===== src/rtl/next_pc_ctrl.sv =====
// Fetch-stage next-PC controller: owns the architectural PC, arbitrates redirect
// sources and runs a small edge-triggered, non-nesting interrupt controller.
module next_pc_ctrl #(
    parameter int              XLEN       = 32,
    parameter int              NUM_IRQ    = 4,
    parameter logic [XLEN-1:0] RESET_PC   = '0,
    parameter logic [XLEN-1:0] VEC_BASE   = 'h100,
    parameter int              VEC_STRIDE = 16,
    parameter int              IDW        = (NUM_IRQ > 1) ? $clog2(NUM_IRQ) : 1
) (
    input  logic               clk,
    input  logic               rst,
    input  logic               stall,
    input  logic               branch_predict,
    input  logic [XLEN-1:0]    branch_pc,
    input  logic               branch_undo,
    input  logic [XLEN-1:0]    pc_not_taken,
    input  logic               pcr_take,
    input  logic [XLEN-1:0]    pcr,
    input  logic               pci_take,
    input  logic [XLEN-1:0]    pci,
    input  logic [NUM_IRQ-1:0] irq,
    input  logic [NUM_IRQ-1:0] irq_mask,
    input  logic               eret,
    output logic [XLEN-1:0]    pc,
    output logic               in_isr,
    output logic               irq_taken,
    output logic [IDW-1:0]     irq_id,
    output logic [XLEN-1:0]    epc
);

    typedef enum logic {
        IDLE = 1'b0,
        ISR  = 1'b1
    } state_t;

    state_t             state;
    state_t             next_state;

    logic [NUM_IRQ-1:0] irq_q;
    logic [NUM_IRQ-1:0] pending;
    logic [NUM_IRQ-1:0] next_pending;
    logic [NUM_IRQ-1:0] edges;
    logic [NUM_IRQ-1:0] eligible;
    logic [NUM_IRQ-1:0] ack;
    logic [IDW-1:0]     winner;
    logic               armed;
    logic               redirect;
    logic               entry;
    logic [XLEN-1:0]    pc_plus4;
    logic [XLEN-1:0]    vector;
    logic [XLEN-1:0]    next_pc;
    logic [XLEN-1:0]    entry_epc;

    // The first edge after reset only primes irq_q, so a line held high
    // across reset is not mistaken for a fresh request.
    assign edges    = armed ? (irq & ~irq_q) : '0;
    assign eligible = pending & ~irq_mask;
    assign redirect = branch_undo | pcr_take | pci_take;
    assign entry    = (state == IDLE) && (|eligible) && !stall && !redirect;
    assign pc_plus4 = pc + XLEN'(4);
    assign vector   = VEC_BASE + (XLEN'(winner) * XLEN'(VEC_STRIDE));
    assign entry_epc = branch_predict ? branch_pc : pc_plus4;
    assign in_isr   = (state == ISR);

    // Lowest eligible index wins: scan downwards so the last hit is the lowest.
    always_comb begin
        winner = '0;
        for (int i = NUM_IRQ - 1; i >= 0; i--) begin
            if (eligible[i]) begin
                winner = IDW'(i);
            end
        end
    end

    always_comb begin
        ack = '0;
        if (entry) begin
            ack = NUM_IRQ'(1) << winner;
        end
        next_pending = (pending & ~ack) | edges;
    end

    always_comb begin
        next_pc    = pc_plus4;
        next_state = state;
        if (branch_undo) begin
            next_pc = pc_not_taken;
        end else if (pcr_take) begin
            next_pc = pcr;
        end else if (pci_take) begin
            next_pc = pci;
        end else if (entry) begin
            next_pc    = vector;
            next_state = ISR;
        end else if (eret && (state == ISR)) begin
            next_pc    = epc;
            next_state = IDLE;
        end else if (stall) begin
            next_pc = pc;
        end else if (branch_predict) begin
            next_pc = branch_pc;
        end
    end

    always_ff @(posedge clk or posedge rst) begin
        if (rst) begin
            state     <= IDLE;
            pc        <= RESET_PC;
            irq_q     <= '0;
            pending   <= '0;
            armed     <= 1'b0;
            irq_taken <= 1'b0;
            irq_id    <= '0;
            epc       <= '0;
        end else begin
            state     <= next_state;
            pc        <= next_pc;
            irq_q     <= irq;
            pending   <= next_pending;
            armed     <= 1'b1;
            irq_taken <= entry;
            if (entry) begin
                irq_id <= winner;
                epc    <= entry_epc;
            end
        end
    end

endmodule


===== config.mk =====
export PLATFORM = sky130hd
export DESIGN_NAME = next_pc_ctrl
export DESIGN_NICKNAME = d
export VERILOG_FILES = /design/src/rtl/next_pc_ctrl.sv
export SDC_FILE = /design/constraint.sdc
export NUM_CORES = 1
export LEC_CHECK = 0
export CORE_UTILIZATION = 40
export DETAILED_ROUTE_END_ITERATION = 12
export GPL_TIMING_DRIVEN = 0
export PLACE_DENSITY = 0.78
export SYNTH_ARGS = -nofsm -noshare
export SYNTH_HDL_FRONTEND = slang
export SYNTH_SLANG_ARGS = --single-unit

===== constraint.sdc =====
create_clock -name clk -period 8.1 [get_ports clk]
set_input_delay 2.43 -clock clk [delete_from_list [all_inputs] [get_ports clk]]
set_output_delay 2.43 -clock clk [all_outputs]
set_load 0.01 [all_outputs]

==> After elaboration in Yosys (flattened, before gate mapping) <==
Cells that the tools add are included.
{ "classes": {"add_sub_neg": 2, "eq_ne": 1, "n_shift": 1, "mux": 15, "n_reduce_logical": 9, "bitwise_logic": 13} }
{ "ops": {"columns": ["operator", "count"], "rows": [
  ["2-to-1 mux 32 bit", 7],
  ["adder 32 x 3 -> 32 bit (second input constant)", 1],
  ["AND 4 bit", 3],
  ["inverter 4 bit", 3],
  ["adder 9 x 6 -> 10 bit (first input constant)", 1],
  ["2-to-1 mux 2 bit", 4],
  ["2-to-1 mux 4 bit", 2],
  ["inequality test 6 x 1 -> 1 bit (second input constant)", 1],
  ["logical AND 1 bit", 4],
  ["inverter 1 bit", 4],
  ["OR 4 bit", 1],
  ["AND reduction 4 bit", 1],
  ["OR reduction 4 bit", 1],
  ["<< shifter 1 x 2 -> 4 bit (first input constant)", 1],
  ["logical NOT 1 bit", 2],
  ["2-to-1 mux 1 bit", 2],
  ["OR 1 bit", 2],
  ["nonzero test 2 bit", 1]
]} }
{ "totals": {"input_bits": 144, "elab_cells": 49, "register_bits": 77} }

==> Logic depth before layout (Yosys ltp) <==
{ "depth": {"word_depth": 11, "depth_mapped": 9, "mapped_depth_nobuf": 7} }

==> Least setup slack after synthesis <==
OpenSTA, ideal clock, no wires.
{ "synth_timing": {"path_kind": "input -> register", "startpoint": "input branch_undo", "endpoint": "register epc[0]", "t_arrival_ps": 3981, "setup_slack_ps": 3984, "stages": 9, "setup_time_ps": 136, "required_time_ps": 7964, "cell_sequence": "clkbuf_1 > nor3_1 > and2_0 > clkbuf_1 > nand2_1 > clkbuf_1 > clkbuf_1 > nand2_1 > o21ai_0"} }
{ "synth_via": {"elab_chain_len": 4} }
{ "synth_lines": {"columns": ["element", "line", "text"], "rows": [
  ["start, declared", "16", "input logic branch_undo,"],
  ["OR 1 bit (2 in series)", "59", "assign redirect = branch_undo | pcr_take | pci_take;"],
  ["logical NOT 1 bit", "60", "assign entry = (state == IDLE) && (|eligible) && !stall && !redirect;"],
  ["logical AND 1 bit", "60", null],
  ["end signal, assigned", "125", "epc <= entry_epc;"],
  ["end, declared", "29", "output logic [XLEN-1:0] epc"]
]} }
Every way passes these cells.
A chain may end at the register's enable or synchronous reset.

==> Final worst setup path <==
{ "layout_timing": {"startpoint": "input pci_take", "endpoint": "register epc[29]"} }
{ "layout_via": {"elab_chain_len": 3} }
{ "layout_lines": {"columns": ["element", "line", "text"], "rows": [
  ["start, declared", "20", "input logic pci_take,"],
  ["OR 1 bit", "59", null],
  ["logical NOT 1 bit", "60", null],
  ["logical AND 1 bit", "60", null]
]} }
Every way passes these cells.

==> results by group <==
Status
  – Status: complete, no violations

Clock network
  – Clock Tree Root: clkbuf_16
  – Reg clk slew, reported paths: about 0.060 ns
  – Post-CTS Resized: 0
  – Clk buf depth: 2
  – CTS tree: done
  – TritonCTS Sinks: 77
  – Post-CTS setup buffer count: 0
  – Skew-Pair Late Insertion Delay: about 0.35 ns
  – CTS Buf Count: 9
  – H-tree Lvls: 3
  – Hold Buf Count CTS: 0

Power
  – Leak: 3.078 nW
  – Peak VDD IR: 0.1365 mV
  – PwrDens: 205.6 nW/µm²

Yosys
  – Synth Warn #: 0
  – Ys flop type: dfrtp_1
  – Syn Nets: slightly below 800
  – Avg Inst Size Synth: 8.098 µm²
  – Synth area leaders: dfrtp_1 38%, nand2_1 7.5%, o21ai_0 6.1%
  – Synthesis-stage register bit count: 77
  – Syn Inst Count: about 630
  – Cell variety after synth: 65
  – Register area share after synthesis: around 38%
  – Mapped Area: 5126 µm²
  – Number of enable flip-flop cells after synthesis: 0
  – Largest area contributor in the netlist: dfrtp_1
  – Top cell type's share of synthesized area: a little under two fifths
  – Post-synth ARST share: 100.0%

Route
  – Top Metal Used: met4
  – ANT nets after route: 0
  – Vias per inst: 6.435
  – Detail Route met3 WL: 3029 µm
  – DRT Pass-1 Iters: 6
  – Initial DRC count: 1109
  – Total wire length: between 20000 and 30000 µm
  – Via Count: 6609
  – Metal-1 WL: 9780 µm
  – DR WL/cell: between 20 and 25 µm
  – DR DRC count: 0
  – WL met2: 11560 µm

Global route
  – GR Overflow Total: 0
  – First-pass GRT wire length: 37200 µm
  – Initial antenna violation count: 0
  – Gr usage total: about 39%
  – Vias in the first global route: 6491
  – Largest net degree at the start of global routing: 46

Setup path
  – Critical path class: in2reg
  – Crit-path slowest cell: clkbuf_1
  – Top cell by count, worst path: clkbuf_1
  – Type of element capturing the critical path: flop
  – Crit path max fanout: 10
  – CP Cell Sequence: clkdlybuf4s50_1, nor3_1, and2_0, clkbuf_1, nand2_1, clkbuf_1, clkbuf_1, nand2_1, o31ai_1
  – Slowest stage delay, CP: 0.68 ns
  – Worst path arrival time: 5.52 ns
  – Worst setup SP type: primary input
  – WP data required: around 8.3 ns

Timing
  – Final worst setup slack: 2.819 ns
  – Unrepaired setup endpoints after global routing: false
  – Fin. max-slew vios: 0
  – Slew headroom: 25.81%
  – Tmin final: approximately 5.3 ns
  – Period utilisation layout: 65.19%
  – Achievable frequency: 0.1894 GHz
  – Final TNS setup: 0 ns
  – Slew @ Worst Pin: 1.104 ns
  – Final Hold Fails: 0
  – Setup Skew: 0.008670 ns
  – Final setup viols: 0

Cells and area
  – Share of cells above drive strength 1: 4.540%
  – Final core utilization: a little under two thirds
  – Commonest non-fill, non-tap cell in the layout: clkdlybuf4s50_1
  – Filler cell count: 1054
  – Commonest non-fill, non-tap cells in the layout: 209 x clkdlybuf4s50_1, 103 x nand2_1, 77 x dfrtp_1
  – Final instance area: 7806 µm²
  – Area grow syn2layout: 52.28%
  – Final-stage net count: 999
  – Antenna Cells: 0

Place
  – Placer Congestion: 0.9900
  – IO Port Bufs: 209
  – HPWL Detailed: 18450 µm
  – Placed Area: 7458 µm²
  – Pre-CTS setup slack: 2.562 ns

Run
  – Max-Cap Viols: 0

Floorplanning
  – Full die area: roughly 13000 µm²
  – Initial Util: 41.81%
  – Row cnt: 40
  – IO Count: 212
  – Die Height: 115.2 µm
  – Die Wd: 115.2 µm
  – Floorplan Core Area: 12260 µm²

Worst hold path
  – Worst hold-check path type: reg2reg
[critical path: cells and delay by family]
family	cells	cell delay (ns)
AO/OA/AOI/OAI	1	0.12
buffers and inverters	4	2.05
AND/OR/NAND/NOR	4	0.91
[cell usage after synthesis, types with 3 or more instances]
cell type,instances
o21ai_0,62
nand4_1,9
a22oi_1,13
clkbuf_1,36
o22ai_1,4
o31ai_1,8
nor3_1,13
a22o_1,3
o211a_1,3
o2111ai_1,3
and3_1,5
buf_2,4
and2_1,3
o221ai_1,4
nand2b_1,8
nor4_1,4
nand3b_1,4
nand2_1,103
a221oi_1,12
inv_1,9
buf_1,5
a221o_1,5
o21a_1,8
a21oi_1,38
mux2i_1,9
a31oi_1,7
nor2_1,49
xor2_1,10
a211oi_1,8
o211ai_1,9
dfrtp_1,77
nor2b_1,3
mux2_2,5
and4_1,3
or3_1,5
xnor2_1,14
a222oi_1,5
a21o_1,5
nand3_1,27
[cell type report]
type	instances	area (µm²)	share of cell area (%)
clock buffer	9	225.2	2.885
buffer	47	192.7	2.468
clock inverter	7	122.6	1.571
inverter	10	40.04	0.5129
tap	168	210.2	2.693
sequential	77	1927	24.68
timing repair buffer	210	2120	27.15
multi-input combinational	499	2969	38.03
[final timing paths]
kind	start	slack [ns]	endpoint	cells past startpoint
setup / recovery	pci_take	2.82	epc[29]	9
hold / removal	irq_q[2]	0.45	pending[2]	1
setup reg to reg	in_isr	5.13	epc[29]	8
hold reg to reg	irq_q[2]	0.45	pending[2]	1
max in group asynchronous	rst	5.05	epc[27]	3
min in group asynchronous	rst	2.45	armed	2
[sequential cells by signal, summed over array words and instances (netlist names)]
name       count
irq_q          4
epc           32
in_isr         1
armed          1
pending        4
irq_taken      1
pc            32
irq_id         2
[power breakdown]
part           switching [mW]  internal (mW)  leakage [nW]
sequential             0.0939          0.466         0.933
combinational           0.267          0.289          1.98
clock                   0.186          0.303         0.162
total                   0.547           1.06          3.08
[per-layer routing]
layer	GRT usage, %	vias to the layer above
met3	7.749	95
met2	61.53	582
met4	19.65	0
met5	0	-
li1	-	2784
met1	50.00	3148
[logic make-up (layout without fill, tap and decap cells)]
group | Yosys count | count (layout) | synth area share, %
adder cells (fa/ha/maj) | 1 | 1 | 0.2440
buffers and inverters | 57 | 283 | 4.491
AO/OA/AOI/OAI | 214 | 214 | 27.80
other | 1 | 1 | 0.07315
XOR/XNOR | 24 | 24 | 4.101
multiplexers | 14 | 14 | 2.856
flip-flops | 77 | 77 | 37.59
AND/OR/NAND/NOR | 245 | 245 | 22.85
[metrics by stage]
stage	cells	hold WS (ns)	total power, mW
after floorplan	633	0.4103	0.7715
final	1027	0.4494	1.605
after global placement	1010	0.4163	1.089
after CTS	1027	0.4527	1.587
after detailed placement	1011	0.4396	1.105
after global routing	1027	0.4674	1.660
(Power assumes the default switching activity.)
==> RTL edit 1: new RTL, same flow settings <==
Make the reset (`rst`) synchronous in one clocked block.
--- a/src/rtl/next_pc_ctrl.sv
+++ b/src/rtl/next_pc_ctrl.sv
@@ -104,5 +104,5 @@
     end
 
-    always_ff @(posedge clk or posedge rst) begin
+    always_ff @(posedge clk) begin
         if (rst) begin
             state     <= IDLE;
Function: differs if rst is asserted again (counterexample within 4 cycles, from zero or initial values and one cycle with rst high); with rst held inactive, the same outputs for 4 cycles.
==> RTL edit 1 against the unedited design <==
  * Synthesized area down 3.3%
  * Design area down 3.1%
  * Sequential cell count unchanged
  * Wire length down 5.1%
  * Setup slack better by 400 ps
  * Critical endpoint is now pc[6]$_SDFFE_PP0P_
  * Critical path depth down 1
  * Critical path type unchanged
Power is not compared: it rests on default switching activity, and its combinational part moved more than twofold at a synthesized area within 25%.
==> RTL edit 1: results (changes against the unedited design) <==
<table>
<tr><th>Metric</th><th>Value</th></tr>
<tr><th colspan="2">Routing</th></tr>
<tr><td>Via/cell ratio</td><td>6.209 (was 6.435)</td></tr>
<tr><td>DRC violation total after the first TritonRoute iteration</td><td>774 (was 1109)</td></tr>
<tr><td>Aggregate routed wire length</td><td>24.13 mm (was 25.41 mm)</td></tr>
<tr><th colspan="2">Yosys</th></tr>
<tr><td>Leading cell types by total area after synthesis</td><td>sky130_fd_sc_hd__dfxtp_1 (31%), sky130_fd_sc_hd__nor2_1 (6.3%), sky130_fd_sc_hd__a21oi_1 (5.6%) (was sky130_fd_sc_hd__dfrtp_1 (38%), sky130_fd_sc_hd__nand2_1 (7.5%), sky130_fd_sc_hd__o21ai_0 (6.1%))</td></tr>
<tr><td>Primary FF master, synth</td><td>sky130_fd_sc_hd__dfxtp_1 (was sky130_fd_sc_hd__dfrtp_1)</td></tr>
<tr><td>Adder-cell share of the synthesized area</td><td>0.2525% (was 0.2441%)</td></tr>
<tr><td>Register area share after synthesis</td><td>31.11% (was 37.59%)</td></tr>
<tr><td>Net count after synthesis</td><td>820 (was 778)</td></tr>
<tr><td>Post-synthesis share of cell area spent on xor and xnor gates</td><td>3.005% (was 4.101%)</td></tr>
<tr><td>Area fraction in compound gates after synthesis</td><td>32.53% (was 27.80%)</td></tr>
<tr><th colspan="2">Place</th></tr>
<tr><td>Global placer's final weighted congestion</td><td>0.9778 (was 0.9900)</td></tr>
<tr><td>Final HPWL from detailed placement</td><td>17.93 mm (was 18.45 mm)</td></tr>
<tr><td>Port Buffer Count</td><td>208 (was 209)</td></tr>
<tr><th colspan="2">Global route</th></tr>
<tr><td>Total Routing Usage GR</td><td>36.89% (was 38.66%)</td></tr>
<tr><td>First-pass GRT wire length</td><td>35.14 mm (was 37.20 mm)</td></tr>
<tr><td>Pin count of the biggest net entering global routing</td><td>14 (was 46)</td></tr>
<tr><td>Via count of the first global-routing pass</td><td>6267 (was 6491)</td></tr>
<tr><th colspan="2">Setup path</th></tr>
<tr><td>Register-to-Register Setup Slack</td><td>5190 ps (was 5130 ps)</td></tr>
<tr><td>Max stage delay cell, worst path</td><td>sky130_fd_sc_hd__buf_1 (was sky130_fd_sc_hd__clkbuf_1)</td></tr>
<tr><td>Worst EP arrival</td><td>5080 ps (was 5520 ps)</td></tr>
<tr><td>Stage delay of the slowest cell on the critical path</td><td>660 ps (was 680 ps)</td></tr>
<tr><th colspan="2">STA</th></tr>
<tr><td>Fin Clk Skew</td><td>8.193 ps (was 8.670 ps)</td></tr>
<tr><th colspan="2">Finish</th></tr>
<tr><td>Number of fill cells in the layout</td><td>1153 (was 1054)</td></tr>
<tr><td>Nets</td><td>1039 (was 999)</td></tr>
<tr><th colspan="2">Status</th></tr>
<tr><td>Outcome</td><td>finished clean (unchanged)</td></tr>
</table>
## RTL edit 1: cell count changes in the layout (fill, tap and decap cells not counted), sizes merged, moves of 14 or more
cell / delta
clkbuf: +14
o21ai: -26
nand2: -34
nor2: +34
o22ai: +16
dfrtp: -77
a21oi: +17
dfxtp: +77
## RTL edit 1: metrics by stage
step	power [mW]	worst slack, ps	utilization, %	cells	area, µm²
after floorplan	0.5396	3887	-	675	4955
after global placement	0.6929	3053	60.08	1051	7247
final	1.138	3223	62.74	1067	7567
after detailed placement	0.6946	3000	60.08	1051	7247
after global routing	1.166	3060	62.74	1067	7567
after CTS	1.129	3356	62.74	1067	7567
## RTL edit 1: power groups by stage
stage          clock, mW  sequential [mW]  combinational [mW]
2_1_floorplan          0            0.430               0.109
3_3_place_gp           0            0.430               0.263
3_5_place_dp           0            0.430               0.265
4_1_cts            0.440            0.422               0.267
5_1_grt            0.454            0.425               0.288
6_report           0.441            0.423               0.273
## RTL edit 1: final timing paths
path,startpoint,to,cells after the start
worst min-delay path,epc[23]$_SDFFE_PP0N_,epc[23]$_SDFFE_PP0N_,2
worst min register to register,epc[23]$_SDFFE_PP0N_,epc[23]$_SDFFE_PP0N_,2
worst max-delay path,eret,pc[6]$_SDFFE_PP0P_,8
worst max register to register,pc[6]$_SDFFE_PP0P_,pc[23]$_SDFFE_PP0P_,7
## RTL edit 1: area by class of cell
type / count / area, µm² / area share (%)
Timing Repair Buffer: 208 / 2082 / 27.51
Buffer: 57 / 225.2 / 2.976
Multi-Input combinational cell: 527 / 3136 / 41.44
Clock inverter: 4 / 53.80 / 0.7110
Inverter: 14 / 52.55 / 0.6944
Tap cell: 168 / 210.2 / 2.778
Clock buffer: 12 / 266.5 / 3.522
Sequential cell: 77 / 1541 / 20.37
## RTL edit 1: worst reg2reg max path: stages, from the launching register on
cell	delay [ps]
sky130_fd_sc_hd__dfxtp_1	510
sky130_fd_sc_hd__nand4_1	250
sky130_fd_sc_hd__buf_2	250
sky130_fd_sc_hd__nor4_1	850
sky130_fd_sc_hd__a21boi_0	290
sky130_fd_sc_hd__o311a_1	360
sky130_fd_sc_hd__o21ai_0	180
sky130_fd_sc_hd__a21oi_1	90
## RTL edit 1: per-layer routing
layer | part of all wire [%] | track usage, % | vias to the layer above
li1 | - | - | 2974
met3 | 13 | 10.07 | 108
met4 | 5.5 | 21.23 | 0
met5 | 0 | 0 | -
met1 | 38 | 44.37 | 3042
met2 | 44 | 59.26 | 501
==> RTL edit 2: new RTL, config.mk and constraints unchanged <==
Without the edit above. The parameter `XLEN` goes from 32 to 48.
--- a/src/rtl/next_pc_ctrl.sv
+++ b/src/rtl/next_pc_ctrl.sv
@@ -2,5 +2,5 @@
 // sources and runs a small edge-triggered, non-nesting interrupt controller.
 module next_pc_ctrl #(
-    parameter int              XLEN       = 32,
+    parameter int              XLEN       = 48,
     parameter int              NUM_IRQ    = 4,
     parameter logic [XLEN-1:0] RESET_PC   = '0,
Interface: changed (6 resized); port bits go from 212 to 308. No check against the original RTL was run, so the function may have changed too.
==> RTL edit 2 against the unedited design <==
  * Non-clock buffer count up 111
  * Sequential cell count up 32
  * Sequential power increased by 42%
  * Setup slack improved by 130 ps
  * Synthesized area up 41%
  * Power up 27%
  * Critical endpoint is now pc[33]$_DFFE_PP0P_
  * Register-to-register slack better by 40 ps
  * Wire length increased by 43%
  * Design area is 39% higher
==> RTL edit 2: results (changes against the unedited design) <==
<table>
<tr><th>Metric</th><th>Value</th></tr>
<tr><th colspan="2">Status</th></tr>
<tr><td>Outcome</td><td>finished clean (unchanged)</td></tr>
<tr><th colspan="2">Yosys</th></tr>
<tr><td>Count of unique library cells instantiated by Yosys</td><td>64 (was 65)</td></tr>
<tr><td>Fraction of synthesized area in multiplexers</td><td>2.548% (was 2.856%)</td></tr>
<tr><td>Net count after synthesis</td><td>1082 (was 778)</td></tr>
<tr><td>Register area share after synthesis</td><td>37.79% (was 37.59%)</td></tr>
<tr><td>Commonest cells in the netlist</td><td>sky130_fd_sc_hd__nand2_1 (133), sky130_fd_sc_hd__dfrtp_1 (109), sky130_fd_sc_hd__o21ai_0 (79), sky130_fd_sc_hd__nor2_1 (63), sky130_fd_sc_hd__clkbuf_1 (50) (was sky130_fd_sc_hd__nand2_1 (103), sky130_fd_sc_hd__dfrtp_1 (77), sky130_fd_sc_hd__o21ai_0 (62), sky130_fd_sc_hd__nor2_1 (49), sky130_fd_sc_hd__a21oi_1 (38))</td></tr>
<tr><td>Area fraction in compound gates after synthesis</td><td>28.13% (was 27.80%)</td></tr>
<tr><th colspan="2">Global route</th></tr>
<tr><td>Total Routing Usage GR</td><td>38.81% (was 38.66%)</td></tr>
<tr><td>Via count of the first global-routing pass</td><td>8712 (was 6491)</td></tr>
<tr><td>Pin count of the biggest net entering global routing</td><td>59 (was 46)</td></tr>
<tr><th colspan="2">Finish</th></tr>
<tr><td>Number of fill cells in the layout</td><td>1571 (was 1054)</td></tr>
<tr><td>Nets</td><td>1399 (was 999)</td></tr>
<tr><td>Registers with the highest flip-flop counts</td><td>epc (48), pc (48) (was epc (32), pc (32))</td></tr>
<tr><th colspan="2">Place</th></tr>
<tr><td>Final HPWL from detailed placement</td><td>27.13 mm (was 18.45 mm)</td></tr>
<tr><td>Port Buffer Count</td><td>305 (was 209)</td></tr>
<tr><th colspan="2">Setup path</th></tr>
<tr><td>Worst EP arrival</td><td>5410 ps (was 5520 ps)</td></tr>
<tr><th colspan="2">Clock network</th></tr>
<tr><td>Clock-pin slew on the worst setup and hold paths</td><td>80 ps (was 60 ps)</td></tr>
<tr><th colspan="2">STA</th></tr>
<tr><td>Fin Clk Skew</td><td>7.928 ps (was 8.670 ps)</td></tr>
<tr><th colspan="2">Routing</th></tr>
<tr><td>Via/cell ratio</td><td>6.406 (was 6.435)</td></tr>
<tr><td>Aggregate routed wire length</td><td>36.36 mm (was 25.41 mm)</td></tr>
</table>
==> RTL edit 2: cell types whose count changed after synthesis, sizes merged, moves of 14 or more <==
cell / change
dfrtp: +32
nand2: +30
and3: +17
a222oi: +15
o21ai: +15
clkbuf: +14
nor2: +14
==> RTL edit 2: worst paths after layout <==
kind / from / endpoint / slack [ps] / depth (start not counted)
max: pcr_take / pc[33]$_DFFE_PP0P_ / 2950 / 8
min: irq_q[2]$_DFF_PP0_ / pending[2]$_DFF_PP0_ / 440 / 1
max reg2reg: pending[0]$_DFF_PP0_ / pc[13]$_DFFE_PP0P_ / 5170 / 8
min reg2reg: irq_q[2]$_DFF_PP0_ / pending[2]$_DFF_PP0_ / 440 / 1
max in group asynchronous: rst / epc[36]$_DFFE_PP0N_ / 4920 / 3
min in group asynchronous: rst / pending[2]$_DFF_PP0_ / 2500 / 2
==> RTL edit 2: report_power, final <==
group	switching (mW)	leakage, nW	internal [mW]
clock network	0.222	0.134	0.226
logic	0.381	2.76	0.412
registers	0.134	1.32	0.661
total	0.737	4.22	1.30
==> RTL edit 2: worst register-to-register path, stage by stage, from the launching register on <==
cell and delay [ps]:
sky130_fd_sc_hd__dfrtp_1 380, sky130_fd_sc_hd__nand2b_1 170, sky130_fd_sc_hd__nand4_1 220, sky130_fd_sc_hd__nand2_1 270, sky130_fd_sc_hd__clkinv_1 330, sky130_fd_sc_hd__nor2_1 590, sky130_fd_sc_hd__buf_2 440, sky130_fd_sc_hd__o211ai_1 160
sky130_fd_sc_hd__a211oi_1 280
==> RTL edit 2: kinds of logic (layout without fill, tap and decap cells) <==
group	Yosys count	after routing
buffers and inverters	74	395
AOI/OAI and AO/OA	297	297
other	1	2
xor gates and xnor gates	32	32
muxes	18	18
and+or+nand+nor	341	341
DFF	109	109
adders and majority gates	1	1
==> RTL edit 2: cell type report <==
type | instances | share of cell area (%)
buffer | 62 | 2.290
sequential | 109 | 25.09
tap | 225 | 2.589
clock buffer | 11 | 2.325
inverter | 12 | 0.4603
timing repair buffer | 306 | 28.33
multi-input combinational | 690 | 38.60
antenna | 1 | 0.02302
clock inverter | 4 | 0.2992
==> RTL edit 2: through the flow <==
stage               worst slack (ps)  total power, mW  instance area (µm²)  hold slack [ps]  instances
floorplan                       2796            1.088                 7218            410.3        873
global placement               896.6            1.558                10550            415.9       1403
detailed placement              2669            1.574                10590            428.8       1404
CTS                             3033            2.015                10870            439.1       1419
global route                    2835            2.112                10870            474.7       1419
finish                          2947            2.036                10870            436.5       1420
==> RTL edit 2: layer usage <==
layer	GRT usage (%)	share of wire, %	up-vias
met4	18.09	4.5	0
li1	-	-	3916
met1	48.69	38	4303
met5	1.111	0	-
met3	9.881	13	120
met2	62.15	45	758
